<file path="src/rtl/if_pkg.sv">
// Shared constants for the instruction-fetch stage and its fetch queue.
// Widths and defaults live here so the top and the queue agree on them.
package if_pkg;

  localparam int          ILEN         = 32;
  localparam int          PC_INC       = 4;
  localparam logic [31:0] NOP          = 32'h0000_0013;
  localparam int          DEF_XLEN     = 32;
  localparam logic [31:0] DEF_RESET_PC = 32'h0000_0000;
  localparam int          DEF_FQ_DEPTH = 2;

endpackage

</file>
<file path="src/rtl/if_fetch_unit_fetch_queue.sv">
// In-order fetch queue: entry allocated at request issue, filled in order by responses, popped at head.
// Head is a mux of flops (no input-to-output path); flush empties it in one cycle; caller never allocates when full.
module fetch_queue
  import if_pkg::*;
#(
  parameter int XLEN  = DEF_XLEN,
  parameter int DEPTH = DEF_FQ_DEPTH
) (
  input  logic                   clk,
  input  logic                   res_n,
  input  logic                   flush_i,
  input  logic                   alloc_vld_i,
  input  logic [XLEN-1:0]        alloc_pc_i,
  input  logic                   fill_vld_i,
  input  logic [ILEN-1:0]        fill_dat_i,
  input  logic                   pop_i,
  output logic                   head_vld_o,
  output logic [ILEN-1:0]        head_dat_o,
  output logic [XLEN-1:0]        head_pc_o,
  output logic [$clog2(DEPTH):0] occ_o,
  output logic [$clog2(DEPTH):0] unfilled_o
);

  localparam int PW = $clog2(DEPTH);

  typedef logic [PW:0] ptr_t;

  localparam ptr_t PTR_ONE  = ptr_t'(1);
  localparam ptr_t PTR_FULL = ptr_t'(DEPTH);

  // Pointers carry one wrap bit so full and empty are distinguishable.
  ptr_t            head_q, head_d;
  ptr_t            fill_q, fill_d;
  ptr_t            tail_q, tail_d;
  logic [XLEN-1:0] pc_q  [DEPTH];
  logic [ILEN-1:0] dat_q [DEPTH];
  logic            do_alloc;
  logic            do_fill;
  logic            do_pop;

  assign occ_o      = tail_q - head_q;
  assign unfilled_o = tail_q - fill_q;
  assign head_vld_o = (fill_q != head_q);
  assign head_pc_o  = pc_q[head_q[PW-1:0]];
  assign head_dat_o = dat_q[head_q[PW-1:0]];

  assign do_alloc = alloc_vld_i && !flush_i && (occ_o != PTR_FULL);
  assign do_fill  = fill_vld_i && !flush_i && (unfilled_o != '0);
  assign do_pop   = pop_i && !flush_i && head_vld_o;

  always_comb begin
    head_d = head_q;
    fill_d = fill_q;
    tail_d = tail_q;
    if (flush_i) begin
      head_d = tail_q;
      fill_d = tail_q;
    end else begin
      if (do_alloc) tail_d = tail_q + PTR_ONE;
      if (do_fill)  fill_d = fill_q + PTR_ONE;
      if (do_pop)   head_d = head_q + PTR_ONE;
    end
  end

  always_ff @(posedge clk or negedge res_n) begin
    if (!res_n) begin
      head_q <= '0;
      fill_q <= '0;
      tail_q <= '0;
      for (int i = 0; i < DEPTH; i++) begin
        pc_q[i]  <= '0;
        dat_q[i] <= '0;
      end
    end else begin
      head_q <= head_d;
      fill_q <= fill_d;
      tail_q <= tail_d;
      if (do_alloc) pc_q[tail_q[PW-1:0]]  <= alloc_pc_i;
      if (do_fill)  dat_q[fill_q[PW-1:0]] <= fill_dat_i;
    end
  end

  assert property (@(posedge clk) disable iff (!res_n) alloc_vld_i |-> (occ_o != PTR_FULL))
    else $error("fetch_queue: allocate while full");

endmodule

</file>
<file path="src/rtl/if_fetch_unit.sv">
// Fetch stage: owns the PC, issues in-order fetches, buffers instr/PC pairs for decode; fire n -> decode n+2.
// Issue stalls when occupancy plus dropped-in-flight reaches FQ_DEPTH; redirect flushes and drops stale responses.
module if_fetch_unit
  import if_pkg::*;
#(
  parameter int              XLEN     = DEF_XLEN,
  parameter logic [XLEN-1:0] RESET_PC = DEF_RESET_PC,
  parameter int              FQ_DEPTH = DEF_FQ_DEPTH
) (
  input  logic            clk,
  input  logic            res_n,
  input  logic            redirect_valid,
  input  logic [XLEN-1:0] redirect_pc,
  output logic            imem_req_valid,
  input  logic            imem_req_ready,
  output logic [XLEN-1:0] imem_req_addr,
  input  logic            imem_rsp_valid,
  input  logic [ILEN-1:0] imem_rsp_data,
  output logic            if_id_valid,
  input  logic            if_id_ready,
  output logic [ILEN-1:0] if_id,
  output logic [XLEN-1:0] if_id_pc
);

  localparam int CW = $clog2(FQ_DEPTH) + 1;

  typedef logic [XLEN-1:0] addr_t;
  typedef logic [CW-1:0]   cnt_t;
  typedef logic [CW:0]     sum_t;

  localparam cnt_t CNT_ONE = cnt_t'(1);
  localparam sum_t LIMIT   = sum_t'(FQ_DEPTH);

  addr_t pc_q, pc_d;
  cnt_t  drop_q, drop_d;
  cnt_t  occ;
  cnt_t  unfilled;
  logic  fire;
  logic  pop;
  logic  rsp_drop;
  logic  rsp_live;
  logic  unused_redirect_lsb;

  assign unused_redirect_lsb = ^redirect_pc[1:0];

  // Credits: every allocated entry and every response still owed to a flushed request.
  assign imem_req_valid = ((sum_t'(occ) + sum_t'(drop_q)) < LIMIT) && !redirect_valid;
  assign imem_req_addr  = pc_q;
  assign fire           = imem_req_valid && imem_req_ready;
  assign pop            = if_id_valid && if_id_ready && !redirect_valid;
  assign rsp_drop       = imem_rsp_valid && (drop_q != '0);
  assign rsp_live       = imem_rsp_valid && (drop_q == '0) && (unfilled != '0);

  always_comb begin
    pc_d   = pc_q;
    drop_d = drop_q;
    if (redirect_valid) begin
      pc_d   = {redirect_pc[XLEN-1:2], 2'b00};
      // Whatever arrives this cycle retires one outstanding request, live or already dropped.
      drop_d = drop_q + unfilled - ((rsp_drop || rsp_live) ? CNT_ONE : cnt_t'(0));
    end else begin
      if (fire)     pc_d   = pc_q + addr_t'(PC_INC);
      if (rsp_drop) drop_d = drop_q - CNT_ONE;
    end
  end

  always_ff @(posedge clk or negedge res_n) begin
    if (!res_n) begin
      pc_q   <= RESET_PC;
      drop_q <= '0;
    end else begin
      pc_q   <= pc_d;
      drop_q <= drop_d;
    end
  end

  fetch_queue #(
    .XLEN  (XLEN),
    .DEPTH (FQ_DEPTH)
  ) u_fq (
    .clk         (clk),
    .res_n       (res_n),
    .flush_i     (redirect_valid),
    .alloc_vld_i (fire),
    .alloc_pc_i  (pc_q),
    .fill_vld_i  (rsp_live && !redirect_valid),
    .fill_dat_i  (imem_rsp_data),
    .pop_i       (pop),
    .head_vld_o  (if_id_valid),
    .head_dat_o  (if_id),
    .head_pc_o   (if_id_pc),
    .occ_o       (occ),
    .unfilled_o  (unfilled)
  );

  assert property (@(posedge clk) disable iff (!res_n)
                   imem_rsp_valid |-> ((drop_q != '0) || (unfilled != '0)))
    else $error("if_fetch_unit: response with nothing outstanding");

endmodule

</file>
<file path="config.mk">
export PLATFORM = sky130hd
export DESIGN_NAME = if_fetch_unit
export DESIGN_NICKNAME = d
export VERILOG_FILES = /design/src/rtl/if_pkg.sv /design/src/rtl/if_fetch_unit_fetch_queue.sv /design/src/rtl/if_fetch_unit.sv
export SDC_FILE = /design/constraint.sdc
export NUM_CORES = 1
export LEC_CHECK = 0
export BUFFER_PORTS_ARGS = -buffer_cell sky130_fd_sc_hd__buf_4
export CORE_ASPECT_RATIO = 1.25
export CORE_MARGIN = 8
export CORE_UTILIZATION = 32
export DETAILED_ROUTE_END_ITERATION = 8
export GPL_ROUTABILITY_DRIVEN = 0
export PLACE_DENSITY = 0.54
export SLEW_MARGIN = 15
export SYNTH_ARGS = -nofsm -noshare
export SYNTH_HDL_FRONTEND = slang
export SYNTH_SLANG_ARGS = --single-unit
</file>
<file path="constraint.sdc">
create_clock -name clk -period 3 [get_ports clk]
set_input_delay 0.45 -clock clk [delete_from_list [all_inputs] [get_ports clk]]
set_output_delay 0.45 -clock clk [all_outputs]
set_load 0.005 [all_outputs]
</file>
**Word level (Yosys, flattened, before mapping)**

Index checks and enable logic that the tools add are counted.

- Logic and storage cells: 78
- Input port bits: 70
- Register bits: 168
- Output and inout bits: 98

- Eq/ne operators: 2
- Reduce and logical (&&, ||, !) cells: 26
- Bitwise operators: 4
- Muxes and demuxes: 21
- $lt $le $gt $ge: 6
- Add/subtract/negate cells: 10

Operator list:

| operator | count |
|---|---|
| 32-bit 2-to-1 mux | 10 |
| 64-bit bitwise mux | 2 |
| 32-bit demux with 1-bit select | 2 |
| 32-bit by 3-bit adder with 32-bit output, second input constant | 1 |
| 1-bit logical AND | 16 |
| 2-bit 2-to-1 mux | 6 |
| 2-bit nonzero test | 6 |
| 2-bit by 1-bit adder with 2-bit output, second input constant | 3 |
| 2-bit >= comparator, second input constant | 3 |
| 1-bit NOT with 2-bit output | 3 |
| 2-bit by 1-bit less-than comparator with 1-bit output, second input constant | 2 |
| 2-bit subtractor | 2 |
| 2-bit by 2-bit adder with 3-bit output | 1 |
| 3-bit by 2-bit less-than comparator with 1-bit output, second input constant | 1 |
| 2-bit adder | 1 |
| 2-bit zero test | 1 |
| 2-bit != test | 1 |
| 2-bit != test, second input constant | 1 |
| 2-bit AND reduction | 1 |
| 2-bit by 1-bit subtractor with 2-bit output | 1 |
| 2-bit by 1-bit subtractor with 2-bit output, second input constant | 1 |
| 1-bit zero test | 1 |
| 1-bit logical OR | 1 |
| 1-bit 2-to-1 mux | 1 |
| 1-bit NOT | 1 |

**Logic depth before layout (Yosys ltp)**

Gate-level depths: netlist of the first run.

- Depth after elaboration: 8
- Depth in mapped cells: 11
- Depth with buffers taken out: 11

**Modules after synthesis**

A second synthesis of the first run with hierarchy kept.

- Cells, all modules: 629
- Area total of the unflattened synthesis: 8,013.9 sq um

By module, submodules not included:

| module | seq. area each (sq um) | instances | cells an instance | area each (sq um) |
|---|---|---|---|---|
| fetch_queue | 3,353.2 | 1 | 396 | 5,960.7 |
| if_fetch_unit | 800.8 | 1 | 233 | 2,053.2 |

**Least setup slack after synthesis of the first run**

No wires, ideal clock.

- Path type: reg2reg
- Start: register u_fq.tail_q[0]
- End: register pc_q[15], in the netlist imem_req_addr[15]
- Path buffers: 2
- Setup time: 0.137 ns
- Cell stages (with the launch flop): 11
- Period minus slack after synthesis: 2.883 ns
- Data arrival time: 2.746 ns
- Setup slack: 0.117 ns
- Data required time: 2.863 ns
- Path through: dfrtp_1 -> inv_1 -> ha_1 -> xnor3_1 -> fa_1 -> nand4b_4 -> or3_1 -> clkbuf_1 -> clkbuf_1 -> o311ai_0 -> nand3_1

- Cells in the longest elaborated chain, start to end: 6

Ends and longest elaborated chain:

| what | line | source |
|---|---|---|
| start, declared | if_fetch_unit_fetch_queue.sv:34 | `ptr_t tail_q, tail_d;` |
| start signal, assigned | if_fetch_unit_fetch_queue.sv:77 | `tail_q <= tail_d;` |
| 2-bit subtractor | if_fetch_unit_fetch_queue.sv:41 | `assign occ_o = tail_q - head_q;` |
| 2-bit by 2-bit adder with 3-bit output | if_fetch_unit.sv:47 | `assign imem_req_valid = ((sum_t'(occ) + sum_t'(drop_q)) < LIMIT) && !redirect_valid;` |
| 3-bit by 2-bit less-than comparator with 1-bit output | if_fetch_unit.sv:47 |  |
| 1-bit logical AND | if_fetch_unit.sv:47 |  |
| 1-bit logical AND | if_fetch_unit.sv:49 | `assign fire = imem_req_valid && imem_req_ready;` |
| 2-bit nonzero test (no source line) | n/a |  |
| end signal, assigned | if_fetch_unit.sv:72 | `pc_q <= pc_d;` |
| end, declared | if_fetch_unit.sv:34 | `addr_t pc_q, pc_d;` |

No other way between the ends.
A chain may end at the register's enable or synchronous reset.

**Final worst setup path of the first run**

- Start: register u_fq.head_q[0]
- End: register pc_q[25], in the netlist imem_req_addr[25]

- Cells in the longest elaborated chain, start to end: 6

Ends and longest elaborated chain:

| what | line | source |
|---|---|---|
| start, declared | if_fetch_unit_fetch_queue.sv:32 | `ptr_t head_q, head_d;` |
| start signal, assigned | if_fetch_unit_fetch_queue.sv:67 | `head_q <= '0;` |
| start signal, assigned | if_fetch_unit_fetch_queue.sv:75 | `head_q <= head_d;` |
| 2-bit subtractor | if_fetch_unit_fetch_queue.sv:41 |  |
| 2-bit by 2-bit adder with 3-bit output | if_fetch_unit.sv:47 |  |
| 3-bit by 2-bit less-than comparator with 1-bit output | if_fetch_unit.sv:47 |  |
| 1-bit logical AND | if_fetch_unit.sv:47 |  |
| 1-bit logical AND | if_fetch_unit.sv:49 |  |
| 2-bit nonzero test (no source line) | n/a |  |

No other way between the ends.

==> PnR_summary.wiki, run 1 <==
{| class="wikitable"
! Metric !! Value
|-
| Cell area after synthesis || roughly 0.0078 mm²
|-
| CTS tree || built
|-
| Fin. max-slew vios || 0
|-
| Largest cells by area after synthesis || sky130_fd_sc_hd__dfrtp_1 (52%), sky130_fd_sc_hd__mux2_2 (26%), sky130_fd_sc_hd__xnor2_1 (1.5%)
|-
| Final Util || a little over two fifths
|-
| Share of total power in combinational logic || a little over two fifths
|-
| Core Rows || 64
|-
| Slew of the pin with the lowest slew margin || roughly 1000 ps
|-
| Number of iterations in the first detailed-routing pass || 4
|-
| Sw Share || between 30% and 40%
|-
| Die Footprint || approximately 0.030 mm²
|-
| Vias per cell || 4.875
|-
| Flip-flop and latch count after synthesis || between 150 and 200
|-
| Top-Level Pins || roughly 170
|-
| Post-Route Skew || approximately 11 ps
|-
| Starting Density || about 32%
|-
| Top Metal Used || met4
|-
| Core Region || 0.02426 mm²
|-
| Overall power of the completed layout || slightly above 10 mW
|-
| Remaining design rule violation count || 0
|-
| Maximum number of pins on one net before global-route repair || 66
|-
| Initial detailed-routing violation count || between 150 and 200
|-
| Cell internal pwr || slightly above 7 mW
|-
| Mean routed wirelength per cell || ~18 µm
|-
| Via count of the first global-routing pass || between 5000 and 6000
|-
| Primary flip-flop cell chosen by synthesis mapping || sky130_fd_sc_hd__dfrtp_1
|-
| Post-DP HPWL || 13.80 mm
|-
| Proportion of layout cells with a drive suffix above 1 || between 50% and 60%
|-
| Die outline width || between 150 and 200 µm
|-
| Total of hold buffers inserted after clock tree synthesis || 0
|-
| Count of distinct cell types in the synthesized netlist || 55
|-
| Global-route total usage across every layer || 13.85%
|-
| Sequential group share of total power || 35.0%
|-
| Crit path capture type || register
|-
| Type of the setup path with the least slack || reg2reg
|-
| Antenna diode count || 0
|-
| Buffer depth of the longest clock path || 2
|-
| EDFF count, synth || 0
|-
| Top cell type by total area after synthesis || sky130_fd_sc_hd__dfrtp_1
|-
| Wire length of the first global-routing pass || approximately 32 mm
|-
| Final cell count without fillers || 1122
|-
| Count of buffers inserted at the top-level ports || ~160
|-
| Finished Cell Area || just over 0.01 mm²
|-
| Die height || between 150 and 200 µm
|-
| Overall via count from detail_route || between 5000 and 6000
|-
| Clock share of power || between 20% and 30%
|-
| Warnings, synthesis || 0
|-
| Peak supply drop || 0.4692 mV
|-
| Antenna violations before repair || 0
|-
| Mean instance size in the synthesized netlist || 12.92 µm²
|-
| Total number of clock tree sinks || around 160
|-
| Sequential fraction of the synthesis area || between 50% and 60%
|-
| Worst max-slew margin expressed relative to the limit || about a third
|-
| Reported leakage power || 4.537 nW
|-
| Share of the clock period used by the worst path || between 90% and 100%
|-
| Synthesized netlist cell count || between 600 and 700
|-
| Number of CTS-inserted buffers || 17
|-
| Number of maximum-capacitance violations || 0
|-
| Nature of the critical path startpoint || register
|-
| Post-route setup TNS || 0 ps
|-
| Status || complete, but fails checks
|-
| Minimum period implied by the final worst setup slack || roughly 2900 ps
|-
| Growth of design area from synthesis to finish || 29.03%
|-
| Cell chosen for the clock root || sky130_fd_sc_hd__clkbuf_16
|-
| Critical Path Fanout Max || 18
|-
| Routed wire length || about 20 mm
|-
| Switching power summed over all nets || ~3.2 mW
|-
| Type of the most critical hold path || in2async
|-
| Met2 Routed Length || slightly above 10 mm
|-
| Proportion of register bits with asynchronous set or reset after synthesis || 100.0%
|-
| Worst-path clk slew || around 70 ps
|-
| Arrival time of the worst setup path || about 3200 ps
|-
| Pwr Density || around 1000 mW/mm²
|-
| Count of nets after finishing || approximately 860
|-
| RSZ-0062 raised after global routing || false
|-
| Hold violation total from the final report || 2
|-
| Hold_ws || -5.283 ps
|-
| Detailed-routing wirelength on met1 || around 8.5 mm
|-
| Overflow after GRT || 0
|-
| Violations in the final reports || hold timing
|-
| Number of cells in the design after placement || 1084
|-
| Top cell type's share of synthesized area || roughly half
|-
| Number of H-tree branching levels || 4
|-
| Required time of the critical path || between 3000 and 4000 ps
|-
| Post-detailed-placement cell area || approximately 0.0095 mm²
|-
| Final setup violating endpoints || 0
|-
| Post-route ant nets || 0
|-
| Met3 wire len || about 1.2 mm
|-
| Clock latency at the later pin of the worst-skew pair || 420 ps
|-
| Maximum clock frequency || 348.1 MHz
|}
-- worst max-delay path, cell delays in order, from the launching register on --
cell and delay, ps:
sky130_fd_sc_hd__dfrtp_4 470, sky130_fd_sc_hd__ha_2 170, sky130_fd_sc_hd__xnor3_2 250, sky130_fd_sc_hd__fa_2 600, sky130_fd_sc_hd__nand4b_4 110, sky130_fd_sc_hd__or3_4 400
sky130_fd_sc_hd__buf_12 160, sky130_fd_sc_hd__or4_1 460, sky130_fd_sc_hd__a31oi_1 170
-- worst paths after layout --
path | to | slack [ps] | start | cells after the start
max in group asynchronous | u_fq.pc_q[31]$_DFFE_PN0P_ | 2160 | res_n | 2
hold reg to reg | u_fq.dat_q[44]$_DFFE_PN0P_ | 480 | u_fq.dat_q[44]$_DFFE_PN0P_ | 1
setup / recovery | imem_req_addr[25]$_DFFE_PN0P_ | 130 | u_fq.head_q[0]$_DFFE_PN0P_ | 8
hold / removal | u_fq.dat_q[42]$_DFFE_PN0P_ | -5 | res_n | 1
min in group clk | imem_req_addr[14]$_DFFE_PN0P_ | 230 | redirect_pc[14] | 3
setup reg to reg | imem_req_addr[25]$_DFFE_PN0P_ | 130 | u_fq.head_q[0]$_DFFE_PN0P_ | 8
-- power by group through the flow --
stage,sequential (mW),combinational [mW],clock [mW]
after floorplan,3.46,2.73,0
after global placement,3.59,4.43,0
after detailed placement,3.62,4.46,0
after CTS,3.58,4.49,2.30
after global routing,3.71,4.87,2.38
final,3.57,4.43,2.21
-- per-layer routing --
metal,GRT usage [%],vias up
met3,3.800,19
met5,0,-
met2,23.85,123
li1,-,2556
met1,16.45,2772
met4,4.375,0
-- final cells by class --
| class | instances | area (µm²) |
|---|---|---|
| fillers | 2374 | 14140 |
| clock buffers | 21 | 460.4 |
| multi-input cells | 397 | 3531 |
| inverters | 11 | 41.29 |
| repair buffers | 190 | 1493 |
| clock inverters | 11 | 125.1 |
| flip-flops and latches | 162 | 4058 |
| well taps | 330 | 412.9 |
-- cell usage after synthesis (all sizes together), types with 2 or more instances --
cell,instances
a211oi,3
a21oi,4
a31oi,15
and3,10
and4,4
buf,20
clkbuf,20
dfrtp,162
ha,6
inv,11
mux2,186
nand2,28
nand3,13
nand4,8
nor2,20
o211ai,4
o21ai,21
o311ai,2
o31ai,11
or2,2
or3,4
or4,16
xnor2,13
xnor3,2
xor2,8
-- cell usage in the layout (no fill, tap or decap), types with 4 or more instances in the layout --
cell type and n:
sky130_fd_sc_hd__mux2_2 180, sky130_fd_sc_hd__xor2_1 8, sky130_fd_sc_hd__o31ai_1 11, sky130_fd_sc_hd__o211ai_1 4, sky130_fd_sc_hd__mux2_1 6, sky130_fd_sc_hd__and3_2 8, sky130_fd_sc_hd__nor2_1 19, sky130_fd_sc_hd__or4_1 14
sky130_fd_sc_hd__conb_1 4, sky130_fd_sc_hd__xnor2_1 13, sky130_fd_sc_hd__o21ai_0 20, sky130_fd_sc_hd__nand3_1 12, sky130_fd_sc_hd__dfrtp_1 161, sky130_fd_sc_hd__nand4_1 7, sky130_fd_sc_hd__clkbuf_16 17, sky130_fd_sc_hd__nand2_1 28
sky130_fd_sc_hd__inv_1 9, sky130_fd_sc_hd__a31oi_1 15, sky130_fd_sc_hd__buf_12 5, sky130_fd_sc_hd__buf_4 184, sky130_fd_sc_hd__ha_1 5
-- timing repair --
item | CTS | global route
resized for setup | 0 | 11
setup endpoints to repair | 0 | 39
buffers inserted | 0 | 7
-- per-stage QoR --
step	setup slack [ps]	hold slack, ps
floorplan	116.9	154.4
global placement	60.26	463.2
detailed placement	37.37	474.7
global route	2.895	43.49
CTS	19.39	22.42
finish	127.2	-5.283
-- flip-flops by register name, indices dropped and copies added, names as in the netlist --
register,cells
u_fq.tail_q,2
u_fq.dat_q,64
imem_req_addr,30
u_fq.head_q,2
u_fq.fill_q,2
u_fq.pc_q,60
drop_q,2
-- kinds of logic after synthesis --
kind of cell / count (synthesis) / synth area share [%]
buffers and inverters: 51 / 3.828
xor gates and xnor gates: 23 / 2.919
muxes: 187 / 26.83
other: 1 / 0.04781
and+or+nand+nor: 113 / 8.311
adders and majority gates: 7 / 1.212
DFF: 162 / 51.68
AOI/OAI and AO/OA: 63 / 5.168
Power figures use the tool's default switching activity.
==> run 2, diff against run 1 <==
==> constraint.sdc (replaced) <==
create_clock -name clk -period 2.3 [get_ports clk]
set_input_delay 0.345 -clock clk [delete_from_list [all_inputs] [get_ports clk]]
set_output_delay 0.345 -clock clk [all_outputs]
set_load 0.005 [all_outputs]
==> run 2 against run 1 <==
  * The flow finishes with violations (setup timing)
  * Design area increased by 6.2%
  * Fmax increased by 2.1%
  * Worst hold slack improved by 130 ps
  * Critical endpoint is now imem_req_addr[21]$_DFFE_PN0P_
  * Largest power group unchanged
  * Highest routed layer unchanged
==> PnR_summary.wiki, run 2 (synthesized netlist as in run 1, its figures left out) <==
{| class="wikitable"
! Metric !! Value
|-
| Status || complete, but fails checks
|-
| Violations in the final reports || setup timing
|-
| Top-Level Pins || between 150 and 200
|-
| Core Rows || 64
|-
| Wire length of the first global-routing pass || 34.47 mm
|-
| Register containing the most flip-flops in the final layout || u_fq.dat_q
|-
| Starting Density || about a third
|-
| Most common library cell in the layout ignoring fill and taps || sky130_fd_sc_hd__buf_4
|-
| Die outline width || roughly 160 µm
|-
| Worst-path clk slew || 70 ps
|-
| Nature of the critical path startpoint || register
|-
| Number of H-tree branching levels || 4
|-
| Arrival time of the worst setup path || between 3000 and 4000 ps
|-
| Sequence of cells on the critical path || ha_4 -> xnor3_1 -> fa_2 -> nand4b_4 -> or3_4 -> buf_6 -> or4_4 -> a31oi_2
|-
| Worst-case setup margin in the final layout || -514.1 ps
|-
| Post-place setup slack || -511.8 ps
|-
| Launch point of the critical path || u_fq.head_q[0]$_DFFE_PN0P_
|-
| Antenna violations before repair || 0
|-
| Count of nets after finishing || between 800 and 900
|-
| Crit path to || imem_req_addr[21]$_DFFE_PN0P_
|-
| Final cell count without fillers || about 1200
|-
| Buffer depth of the longest clock path || 2
|-
| Overall via count from detail_route || 5671
|-
| Post-DP HPWL || around 15 mm
|-
| Mean routed wirelength per cell || ~19 µm
|-
| R2R Path Start || u_fq.head_q[0]$_DFFE_PN0P_
|-
| Pwr Density || between 1000 and 1500 mW/mm²
|-
| Slew of the pin with the lowest slew margin || just under 1000 ps
|-
| Via count of the first global-routing pass || ~6300
|-
| Global-route total usage across every layer || 14.86%
|-
| Register-to-register path setup slack || -510 ps
|-
| Number of maximum-capacitance violations || 0
|-
| Maximum number of pins on one net before global-route repair || 66
|-
| Proportion of layout cells with a drive suffix above 1 || between 50% and 60%
|-
| Core Region || between 0.02 and 0.025 mm²
|-
| Hold violation total from the final report || 0
|-
| CTS tree || built
|-
| Fin. max-slew vios || 0
|-
| Count of buffers inserted at the top-level ports || 161
|-
| Post-Route Skew || roughly 14 ps
|-
| Worst max-slew margin expressed relative to the limit || a little over a third
|-
| Longest individual stage delay on the worst path || 590 ps
|-
| Final setup violating endpoints || 155
|-
| Initial detailed-routing violation count || 237
|-
| Required time of the critical path || 2640 ps
|-
| Cell chosen for the clock root || sky130_fd_sc_hd__clkbuf_16
|-
| Growth of design area from synthesis to finish || 36.99%
|-
| Hold_ws || about 130 ps
|-
| Peak supply drop || roughly 0.61 mV
|-
| Die height || around 190 µm
|-
| Register area || around 0.004 mm²
|-
| Cell type of the slowest stage on the worst timing path || sky130_fd_sc_hd__fa_2
|-
| Top library cells by usage in the layout, fill and taps aside || sky130_fd_sc_hd__buf_4 (201), sky130_fd_sc_hd__dfrtp_1 (161), sky130_fd_sc_hd__mux2_2 (139)
|-
| Overflow after GRT || 0
|-
| Maximum clock frequency || around 360 MHz
|-
| RSZ-0062 raised after global routing || true
|-
| FF-to-FF End || imem_req_addr[21]$_DFFE_PN0P_
|-
| Clock latency at the later pin of the worst-skew pair || around 420 ps
|-
| Number of CTS-inserted buffers || 17
|-
| Number of iterations in the first detailed-routing pass || 4
|-
| Die Footprint || a little under 0.03 mm²
|-
| Crit path capture type || register
|-
| Post-route ant nets || 0
|-
| Worst-case reg-to-reg path depth || 8
|-
| Vias per cell || between 4 and 5
|-
| Max FFs per register || between 60 and 70
|-
| Number of inserted filler cells in the final layout || about 2200
|-
| Area taken by multi-input logic gates || around 0.0038 mm²
|-
| Share of the clock period used by the worst path || 122.4%
|-
| Antenna diode count || 0
|-
| Type of the setup path with the least slack || reg2reg
|-
| Type of the most critical hold path || in2reg
|-
| Number of cells in the design after placement || about 1100
|-
| Reported leakage power || between 4 and 5 nW
|-
| Minimum period implied by the final worst setup slack || between 2000 and 3000 ps
|-
| Total number of clock tree sinks || around 160
|-
| Remaining design rule violation count || 0
|-
| Critical Path Fanout Max || 8
|-
| Routed wire length || 21.82 mm
|}
run 2: where the power goes:
| part | internal, mW | total, mW | switching, mW |
|---|---|---|---|
| sequential | 4.02 | 4.69 | 0.672 |
| clock | 1.63 | 2.88 | 1.25 |
| combinational | 4.35 | 6.96 | 2.61 |
run 2: area by class of cell:
type,instances,share of cell area (%)
Inverter,11,0.3843
Timing Repair Buffer,221,17.33
Clock buffer,17,3.959
Sequential cell,162,37.76
Clock inverter,15,1.584
Tap cell,330,3.843
Multi-Input combinational cell,397,35.14
run 2: how the worst min path moves through the flow:
stage                         start                       endpoint  slack (ps)  cells past startpoint
floorplan                     res_n          drop_q[0]$_DFFE_PN0P_          50                      0
global placement              res_n      u_fq.pc_q[44]$_DFFE_PN0P_         320                      1
detailed placement            res_n      u_fq.pc_q[42]$_DFFE_PN0P_         330                      1
CTS                 redirect_pc[12]  imem_req_addr[12]$_DFFE_PN0P_         100                      3
global route        redirect_pc[12]  imem_req_addr[12]$_DFFE_PN0P_         120                      3
finish              redirect_pc[12]  imem_req_addr[12]$_DFFE_PN0P_         130                      3
run 2: worst max-delay path: cells and delay by family (launching register included):
kind | cells | cell delay [ps]
buf+inv | 1 | 150
compound gates | 1 | 210
simple gates | 3 | 910
fa+ha+maj | 2 | 750
xor+xnor | 1 | 220
flops | 1 | 490
run 2: layer usage:
layer	vias up	GRT usage, %	wire, µm
met5	-	0	0
met4	0	4.226	289
met3	17	4.117	1185
met2	143	26.22	11260
met1	2899	17.25	9085
li1	2612	-	-
run 2: per-stage QoR:
step                cell area, µm²  util [%]  setup TNS, ps  power [mW]
CTS                          10660     43.93         -54170       14.55
floorplan                     7955         -         -25220       8.219
detailed placement            9697     39.96         -34620       10.99
finish                       10750     44.29         -48740       14.52
global route                 10750     44.29         -64060       15.53
global placement              9697     39.96         -29250       10.77
run 2: repair_timing:
action,4_1_cts,5_1_grt
resized for setup,42,17
buffers inserted,9,5
hold endpoints to repair,50,0
setup endpoints to repair,219,221
pin swaps,12,5
gates cloned,4,1
hold buffers,1,0
